File: src/rtl/uart_rx_p_if.sv
// Bundles the receiver's configuration, serial line and output handshake.
interface uart_rx_p_if #(
  parameter int unsigned DIV_W = 16
);
  logic             uart_en;
  logic [DIV_W-1:0] baud_div;
  logic [1:0]       data_len;
  logic             stop2;
  logic             par_en;
  logic             par_odd;
  logic             rx;
  logic             rx_ready;
  logic [7:0]       rx_data;
  logic             rx_valid;
  logic             frame_err;
  logic             par_err;
  logic             overrun;
  logic             busy;

  modport master (
    output uart_en, baud_div, data_len, stop2, par_en, par_odd, rx, rx_ready,
    input  rx_data, rx_valid, frame_err, par_err, overrun, busy
  );

  modport slave (
    input  uart_en, baud_div, data_len, stop2, par_en, par_odd, rx, rx_ready,
    output rx_data, rx_valid, frame_err, par_err, overrun, busy
  );
endinterface

File: src/rtl/uart_rx_p.sv
// Oversampling UART receiver with a one-deep output register.
// Optional parity support is compiled in with `define UART_RX_PARITY_EN.
module uart_rx_p #(
  parameter int unsigned DIV_W = 16,
  parameter int unsigned OSR   = 16
) (
  input  logic       clock,
  input  logic       resetn,
  uart_rx_p_if.slave bus
);
  localparam int unsigned SAMP_W = $clog2(OSR);
  localparam logic [SAMP_W-1:0] SMP_A    = SAMP_W'(OSR / 2 - 1);
  localparam logic [SAMP_W-1:0] SMP_B    = SAMP_W'(OSR / 2);
  localparam logic [SAMP_W-1:0] SMP_C    = SAMP_W'(OSR / 2 + 1);
  localparam logic [SAMP_W-1:0] SMP_LAST = SAMP_W'(OSR - 1);

`ifdef UART_RX_PARITY_EN
  typedef enum logic [2:0] {S_IDLE, S_START, S_DATA, S_PARITY, S_STOP} state_t;
`else
  typedef enum logic [2:0] {S_IDLE, S_START, S_DATA, S_STOP} state_t;
`endif

  state_t             r_state;
  logic               r_busy;
  logic               r_sync1, r_sync2, r_rx_prev;
  logic [DIV_W-1:0]   r_tick_cnt;
  logic [SAMP_W-1:0]  r_samp_cnt;
  logic               r_smp0, r_smp1;
  logic [3:0]         r_bit_cnt;
  logic               r_stop_cnt;
  logic [1:0]         r_len;
  logic               r_stop2;
  logic [7:0]         r_shift;
  logic               r_ferr;
  logic               r_done;
  logic [7:0]         r_rx_data;
  logic               r_rx_valid;
  logic               r_frame_err;
  logic               r_overrun;
`ifdef UART_RX_PARITY_EN
  logic               r_par_en, r_par_odd;
  logic               r_perr;
  logic               r_par_err;
`endif

  logic       w_tick, w_start, w_decide, w_bit_end, w_bit;
  logic [3:0] w_nbits;

  assign w_tick    = (r_state != S_IDLE) && (r_tick_cnt == bus.baud_div);
  assign w_start   = (r_state == S_IDLE) && bus.uart_en && r_rx_prev && !r_sync2;
  assign w_decide  = w_tick && (r_samp_cnt == SMP_C);
  assign w_bit_end = w_tick && (r_samp_cnt == SMP_LAST);
  assign w_bit     = (r_smp0 & r_smp1) | (r_smp0 & r_sync2) | (r_smp1 & r_sync2);
  assign w_nbits   = 4'(r_len) + 4'd5;

  // Two-flop synchronizer plus one delayed copy for falling-edge detection.
  always_ff @(posedge clock) begin
    if (!resetn) begin
      r_sync1   <= 1'b1;
      r_sync2   <= 1'b1;
      r_rx_prev <= 1'b1;
    end else begin
      r_sync1   <= bus.rx;
      r_sync2   <= r_sync1;
      r_rx_prev <= r_sync2;
    end
  end

  // Sample-tick divider; parked at zero while idle.
  always_ff @(posedge clock) begin
    if (!resetn || r_state == S_IDLE || w_tick) r_tick_cnt <= '0;
    else                                         r_tick_cnt <= r_tick_cnt + 1'b1;
  end

  // Frame FSM: sample counting, majority vote, shifting and line checks.
  always_ff @(posedge clock) begin
    if (!resetn) begin
      r_state    <= S_IDLE;
      r_busy     <= 1'b0;
      r_samp_cnt <= '0;
      r_smp0     <= 1'b1;
      r_smp1     <= 1'b1;
      r_bit_cnt  <= '0;
      r_stop_cnt <= 1'b0;
      r_len      <= '0;
      r_stop2    <= 1'b0;
      r_shift    <= '0;
      r_ferr     <= 1'b0;
      r_done     <= 1'b0;
`ifdef UART_RX_PARITY_EN
      r_par_en   <= 1'b0;
      r_par_odd  <= 1'b0;
      r_perr     <= 1'b0;
`endif
    end else begin
      r_done <= 1'b0;
      if (!bus.uart_en) begin
        r_state <= S_IDLE;
        r_busy  <= 1'b0;
      end else begin
        if (w_tick) begin
          r_samp_cnt <= (r_samp_cnt == SMP_LAST) ? '0 : r_samp_cnt + 1'b1;
          if (r_samp_cnt == SMP_A) r_smp0 <= r_sync2;
          if (r_samp_cnt == SMP_B) r_smp1 <= r_sync2;
        end
        case (r_state)
          S_IDLE: begin
            if (w_start) begin
              r_state    <= S_START;
              r_busy     <= 1'b1;
              r_len      <= bus.data_len;
              r_stop2    <= bus.stop2;
              r_samp_cnt <= '0;
              r_bit_cnt  <= '0;
              r_stop_cnt <= 1'b0;
              r_shift    <= '0;
              r_ferr     <= 1'b0;
`ifdef UART_RX_PARITY_EN
              r_par_en   <= bus.par_en;
              r_par_odd  <= bus.par_odd;
              r_perr     <= 1'b0;
`endif
            end
          end
          S_START: begin
            if (w_decide && w_bit) begin
              r_state <= S_IDLE;
              r_busy  <= 1'b0;
            end else if (w_bit_end) begin
              r_state <= S_DATA;
            end
          end
          S_DATA: begin
            if (w_decide) begin
              r_shift[r_bit_cnt[2:0]] <= w_bit;
              r_bit_cnt               <= r_bit_cnt + 4'd1;
            end
            if (w_bit_end && r_bit_cnt == w_nbits) begin
`ifdef UART_RX_PARITY_EN
              r_state <= r_par_en ? S_PARITY : S_STOP;
`else
              r_state <= S_STOP;
`endif
            end
          end
`ifdef UART_RX_PARITY_EN
          S_PARITY: begin
            if (w_decide)  r_perr  <= ((^r_shift) ^ w_bit) != r_par_odd;
            if (w_bit_end) r_state <= S_STOP;
          end
`endif
          S_STOP: begin
            // Leave at mid-bit of the last stop bit so a prompt next start edge is seen.
            if (w_decide) begin
              if (!w_bit) r_ferr <= 1'b1;
              if (r_stop_cnt == r_stop2) begin
                r_done  <= 1'b1;
                r_state <= S_IDLE;
                r_busy  <= 1'b0;
              end else begin
                r_stop_cnt <= 1'b1;
              end
            end
          end
          default: begin
            r_state <= S_IDLE;
            r_busy  <= 1'b0;
          end
        endcase
      end
    end
  end

  // Output holding register with valid/ready handshake and overrun flag.
  always_ff @(posedge clock) begin
    if (!resetn) begin
      r_rx_data   <= '0;
      r_rx_valid  <= 1'b0;
      r_frame_err <= 1'b0;
      r_overrun   <= 1'b0;
`ifdef UART_RX_PARITY_EN
      r_par_err   <= 1'b0;
`endif
    end else if (r_done) begin
      r_rx_data   <= r_shift;
      r_rx_valid  <= 1'b1;
      r_frame_err <= r_ferr;
      r_overrun   <= r_rx_valid && !bus.rx_ready;
`ifdef UART_RX_PARITY_EN
      r_par_err   <= r_perr;
`endif
    end else if (r_rx_valid && bus.rx_ready) begin
      r_rx_valid  <= 1'b0;
    end
  end

  assign bus.rx_data   = r_rx_data;
  assign bus.rx_valid  = r_rx_valid;
  assign bus.frame_err = r_frame_err;
  assign bus.overrun   = r_overrun;
  assign bus.busy      = r_busy;
`ifdef UART_RX_PARITY_EN
  assign bus.par_err   = r_par_err;
`else
  assign bus.par_err   = 1'b0;
  logic  w_unused_par;
  assign w_unused_par  = bus.par_en ^ bus.par_odd;
`endif
endmodule

File: src/flat_wrapper.sv
// flat-port wrapper written by rule: the top's interface ports become plain ports
module uart_rx_p_flat 
#(
  parameter int unsigned DIV_W = 16,
  parameter int unsigned OSR   = 16
)
  (clock, resetn, bus_uart_en, bus_baud_div, bus_data_len, bus_stop2, bus_par_en, bus_par_odd, bus_rx, bus_rx_ready, bus_rx_data, bus_rx_valid, bus_frame_err, bus_par_err, bus_overrun, bus_busy);
  uart_rx_p_if #(.DIV_W(DIV_W)) bus_i ();
  input  logic clock;
  input  logic resetn;
  input wire logic [$bits(bus_i.uart_en)-1:0] bus_uart_en;
  input wire logic [$bits(bus_i.baud_div)-1:0] bus_baud_div;
  input wire logic [$bits(bus_i.data_len)-1:0] bus_data_len;
  input wire logic [$bits(bus_i.stop2)-1:0] bus_stop2;
  input wire logic [$bits(bus_i.par_en)-1:0] bus_par_en;
  input wire logic [$bits(bus_i.par_odd)-1:0] bus_par_odd;
  input wire logic [$bits(bus_i.rx)-1:0] bus_rx;
  input wire logic [$bits(bus_i.rx_ready)-1:0] bus_rx_ready;
  output wire logic [$bits(bus_i.rx_data)-1:0] bus_rx_data;
  output wire logic [$bits(bus_i.rx_valid)-1:0] bus_rx_valid;
  output wire logic [$bits(bus_i.frame_err)-1:0] bus_frame_err;
  output wire logic [$bits(bus_i.par_err)-1:0] bus_par_err;
  output wire logic [$bits(bus_i.overrun)-1:0] bus_overrun;
  output wire logic [$bits(bus_i.busy)-1:0] bus_busy;
  assign bus_i.uart_en = bus_uart_en;
  assign bus_i.baud_div = bus_baud_div;
  assign bus_i.data_len = bus_data_len;
  assign bus_i.stop2 = bus_stop2;
  assign bus_i.par_en = bus_par_en;
  assign bus_i.par_odd = bus_par_odd;
  assign bus_i.rx = bus_rx;
  assign bus_i.rx_ready = bus_rx_ready;
  assign bus_rx_data = bus_i.rx_data;
  assign bus_rx_valid = bus_i.rx_valid;
  assign bus_frame_err = bus_i.frame_err;
  assign bus_par_err = bus_i.par_err;
  assign bus_overrun = bus_i.overrun;
  assign bus_busy = bus_i.busy;
  uart_rx_p #(.DIV_W(DIV_W), .OSR(OSR)) u_core (.clock(clock), .resetn(resetn), .bus(bus_i));
endmodule
File: config.mk
export PLATFORM = sky130hd
export DESIGN_NAME = uart_rx_p_flat
export DESIGN_NICKNAME = d
export VERILOG_FILES = /design/src/rtl/uart_rx_p_if.sv /design/src/rtl/uart_rx_p.sv /design/src/flat_wrapper.sv
export SDC_FILE = /design/constraint.sdc
export NUM_CORES = 1
export LEC_CHECK = 0
export ABC_AREA = 1
export CAP_MARGIN = 5
export CORE_MARGIN = 3
export CORE_UTILIZATION = 45
export DETAILED_ROUTE_END_ITERATION = 10
export DONT_BUFFER_PORTS = 1
export GPL_TIMING_DRIVEN = 0
export HOLD_SLACK_MARGIN = 0.12
export PLACE_DENSITY = 0.62
export SLEW_MARGIN = 5
export SYNTH_ARGS = -nofsm -noshare
export SYNTH_HDL_FRONTEND = slang
export SYNTH_SLANG_ARGS = --single-unit
File: constraint.sdc
create_clock -name clock -period 1.8 [get_ports clock]
set_clock_uncertainty 0.1 [all_clocks]
set_input_delay 0.18 -clock clock [delete_from_list [all_inputs] [get_ports clock]]
set_output_delay 0.18 -clock clock [all_outputs]
set_load 0.03 [all_outputs]
==> metrics.md <==
| Metric | Value |
|---|---|
| Switching power | 654 uW |
| All-Layer GR Usage | 18.9% |
| Ranking of synthesized cells by area | dfxtp_1 36%, nand2_1 15%, nor2_1 7.3% |
| Outcome | finished, violations left |
| Die H | 90.1 um |
| Post-layout min period | 1970 ps |
| Worst hold start | resetn |
| H-tree depth | 3 |
| Top-level port count | 39 |
| Die ar. | 8120 um^2 |
| Reg2Reg Setup Slack | -170 ps |
| Via density | 4.94 |
| Area of the core | 6830 um^2 |
| Maxcap violations | 0 |
| Reg-to-reg critical path endpoint | u_core.r_tick_cnt[14] |
| Synthesized area | 3180 um^2 |
| Final hold vios | 0 |
| ANT nets after route | 0 |
| Crit. End Element | flip-flop |
| Initial antenna violation count | 0 |
| Worst Path Max Fanout | 5 |
| Clock network fraction of design power | 46.3% |
| DP Worst Slack | -208 ps |
| DR vias | 3,021 |
| Synth unique cells | 38 |
| Yosys reg bits | 57 |
| CTS Sinks | 57 |
| TritonCTS clock tree | built |
| Hold endpoint | u_core.r_shift[0] |
| Leakage power | 0.00172 uW |
| Row Count | 30 |
| Setup ws final | -169 ps |
| R2R depth | 13 |
| Main synth FF type | dfxtp_1 |
| Largest net degree at the start of global routing | 12 |
| HPWL after DPL | 5410 um |
| Arrival time worst endpoint | 2110 ps |
| Antenna Diode Count | 0 |
| Reg2reg start | u_core.r_tick_cnt[0] |
| Worst-path clk slew | 70 ps |
| Crit start category | flip-flop |
| Seq/Total Area, Yosys | 35.9% |
| Fill cells | 658 |
| # port buffers | 0 |
| VDD IR max | 0.517 mV |
| Worst Hold Depth | 3 |
| First-pass DRT Iterations | 4 |
| Syn Nets | 506 |
| Crit share post-route | 109% |
| Crit path required time | 1940 ps |
| Slew @ Worst Pin | 665 ps |
| Setup violators final | 14 |
| Skew-Pair Late Insertion Delay | 340 ps |
| Hold Crit Class | primary input to flip-flop |
| # DRC | 0 |
| Violated checks | setup timing |
| Final Max Tran Viols | 0 |
| Syn-to-layout area delta | 23.5% |
| Max Clk Rate | 508 MHz |
| Crit Path Class | flip-flop to flip-flop |
| Slew margin rel. | 55.7% |
| Combinational fraction of design power | 5.9% |
| First-pass GRT wire length | 12,500 um |
| Vias in the first global route | 2,691 |
| Total grt overflow | 0 |
| Hold WS | 154 ps |
| Mapped Cells | 474 |
| Mean Syn Cell Area | 6.71 um^2 |
| Ys Warns | 0 |
| Initial core utilization | 46.6% |
| RD Place Congestion | 0.862 |
| Sw Ratio | 24.6% |
| RSZ-0062 raised after global routing | true |
| CTS root buffer | clkbuf_8 |
| Nets | 543 |
| CTS Buf Count | 9 |
| Power Density | 676 nW/um^2 |
| Reg power frac | 47.8% |
| Clk buf depth | 2 |
| Layout cells sized above 1 | 23.8% |
| Share of the synthesized area in the top cell type | 35.9% |
| Post-synth top area cell | dfxtp_1 |
| Power Internal | 2000 uW |
| Routed len/inst | 12.4 um |
| Post-Route WL | 7570 um |
| Chip width | 90.1 um |
| Post-synth EDFFs | 0 |
| Critical path startpoint | u_core.r_tick_cnt[0] |
| DR iter-0 viols | 224 |
| Async S/R FF share, synth | 0% |
how the worst max path moves through the flow:
stage,endpoint,slack [ps],cells after the start
2_1_floorplan,u_core.r_tick_cnt[14],0.5,13
3_3_place_gp,u_core.r_tick_cnt[14],-180,13
3_5_place_dp,u_core.r_tick_cnt[14],-210,13
4_1_cts,u_core.r_tick_cnt[14],-120,13
5_1_grt,u_core.r_tick_cnt[14],-270,13
6_report,u_core.r_tick_cnt[14],-170,13
per-stage QoR:
| stage | std cells | total power [uW] | setup TNS [ps] | utilization (%) | instance area, um^2 |
|---|---|---|---|---|---|
| floorplan | 474 | 1400 | 0 | - | 3180 |
| detailed placement | 570 | 1430 | -3080 | 48.4 | 3300 |
| CTS | 605 | 2680 | -229 | 54.9 | 3750 |
| finish | 612 | 2660 | -670 | 57.5 | 3930 |
| global placement | 570 | 1430 | -2800 | 48.4 | 3300 |
| global route | 612 | 2760 | -3310 | 57.5 | 3930 |
layout make-up:
class	instances	area [um^2]	share of cell area, %
sequential	57	1170	29.7
timing repair buffer	27	268	6.81
tap	96	120	3.06
clock inverter	6	67.6	1.72
clock buffer	10	138	3.50
buffer	12	80.1	2.04
inverter	70	270	6.88
multi-input combinational	334	1820	46.3
metal layers:
| layer | part of all wire [%] | global-route usage (%) | wire (um) | up-vias |
|---|---|---|---|---|
| li1 | - | - | - | 1576 |
| met1 | 50 | 26.8 | 3750 | 1381 |
| met2 | 43 | 27.4 | 3270 | 54 |
| met3 | 5.9 | 5.86 | 449 | 10 |
| met4 | 1.3 | 5.74 | 99 | 0 |
| met5 | 0 | 0 | 0 | - |
cells by family (layout without fill, tap and decap cells):
kind of cell	count (synthesis)	after routing	synth area share, %
compound gates	52	52	9.28
xor+xnor	9	9	2.48
fa+ha+maj	6	6	2.36
buf+inv	83	125	10.8
flops	57	57	35.9
other cells	1	1	0.118
simple gates	266	266	39.1
Yosys cell counts, types with 5 or more instances:
library cell    n
nor2_2          6
nor3_1         19
nand3_2         6
dfxtp_1        57
a21oi_1        20
clkbuf_1        8
inv_1          57
nor2_1         62
xor2_1          5
nand3_1        17
nand2_1       123
ha_1            6
o21ai_1         5
nand4_1        11
inv_2          11
o21ai_0        14
registers in the layout (all words and copies together), names as in the netlist:
name                  count
u_core.r_sync1            1
u_core.r_smp0             1
u_core.bus.overrun        1
u_core.r_len              2
u_core.r_stop2            1
u_core.r_shift            8
u_core.r_bit_cnt          4
u_core.r_smp1             1
u_core.r_stop_cnt         1
u_core.r_tick_cnt        16
u_core.bus.frame_err      1
u_core.r_rx_prev          1
u_core.bus.busy           1
u_core.bus.rx_data        8
u_core.r_samp_cnt         4
u_core.r_done             1
u_core.r_sync2            1
u_core.bus.rx_valid       1
u_core.r_ferr             1
u_core.r_state            2
cell usage in the layout, fill, tap and decap left out, drive strengths merged:
cell         netlist  routed
o211ai             4       4
clkinv             2       5
a31oi              2       2
xnor2              4       4
a21oi             24      24
ha                 6       6
nor3b              5       5
nor3              22      22
dfxtp             57      57
buf                5      22
nand2            126     126
clkbuf             8      20
inv               68      68
xor2               5       5
conb               1       1
nor4               1       1
o21a               1       1
or2                3       3
nand3             23      23
nand4             13      13
bufinv             0       1
and3               2       2
clkinvlp           0       2
o21bai             2       2
dlygate4sd3        0       7
o21ai             19      19
nor2              71      71
repair_timing:
action                                  in CTS  in global routing
pin swaps                                    9                 16
hold buffers                                 7                  0
endpoints found under the setup margin      31                 36
resized for setup                           28                 27
cloned                                       0                  2
endpoints found under the hold margin       32                  0
setup buffers                               12                  6
power groups by stage:
stage | Combinational (uW) | Sequential (uW) | Clock (uW)
final | 157 | 1270 | 1230
after global routing | 177 | 1270 | 1320
after CTS | 149 | 1270 | 1260
after detailed placement | 124 | 1300 | 0
after global placement | 123 | 1300 | 0
after floorplan | 98.4 | 1300 | 0
worst max-delay path, cell delays in order (launching register included):
cell     delay, ps
dfxtp_4        380
ha_4           140
nand2_2         40
inv_2           70
nand2_4         60
nor2_4         110
nand2_2         80
nor3_4         210
nand2_2        100
nor2_4         130
nand2_2         80
nor2_4         140
and3_4         190
nor3_2          30
No activity file was read; power rests on OpenSTA's default activity.
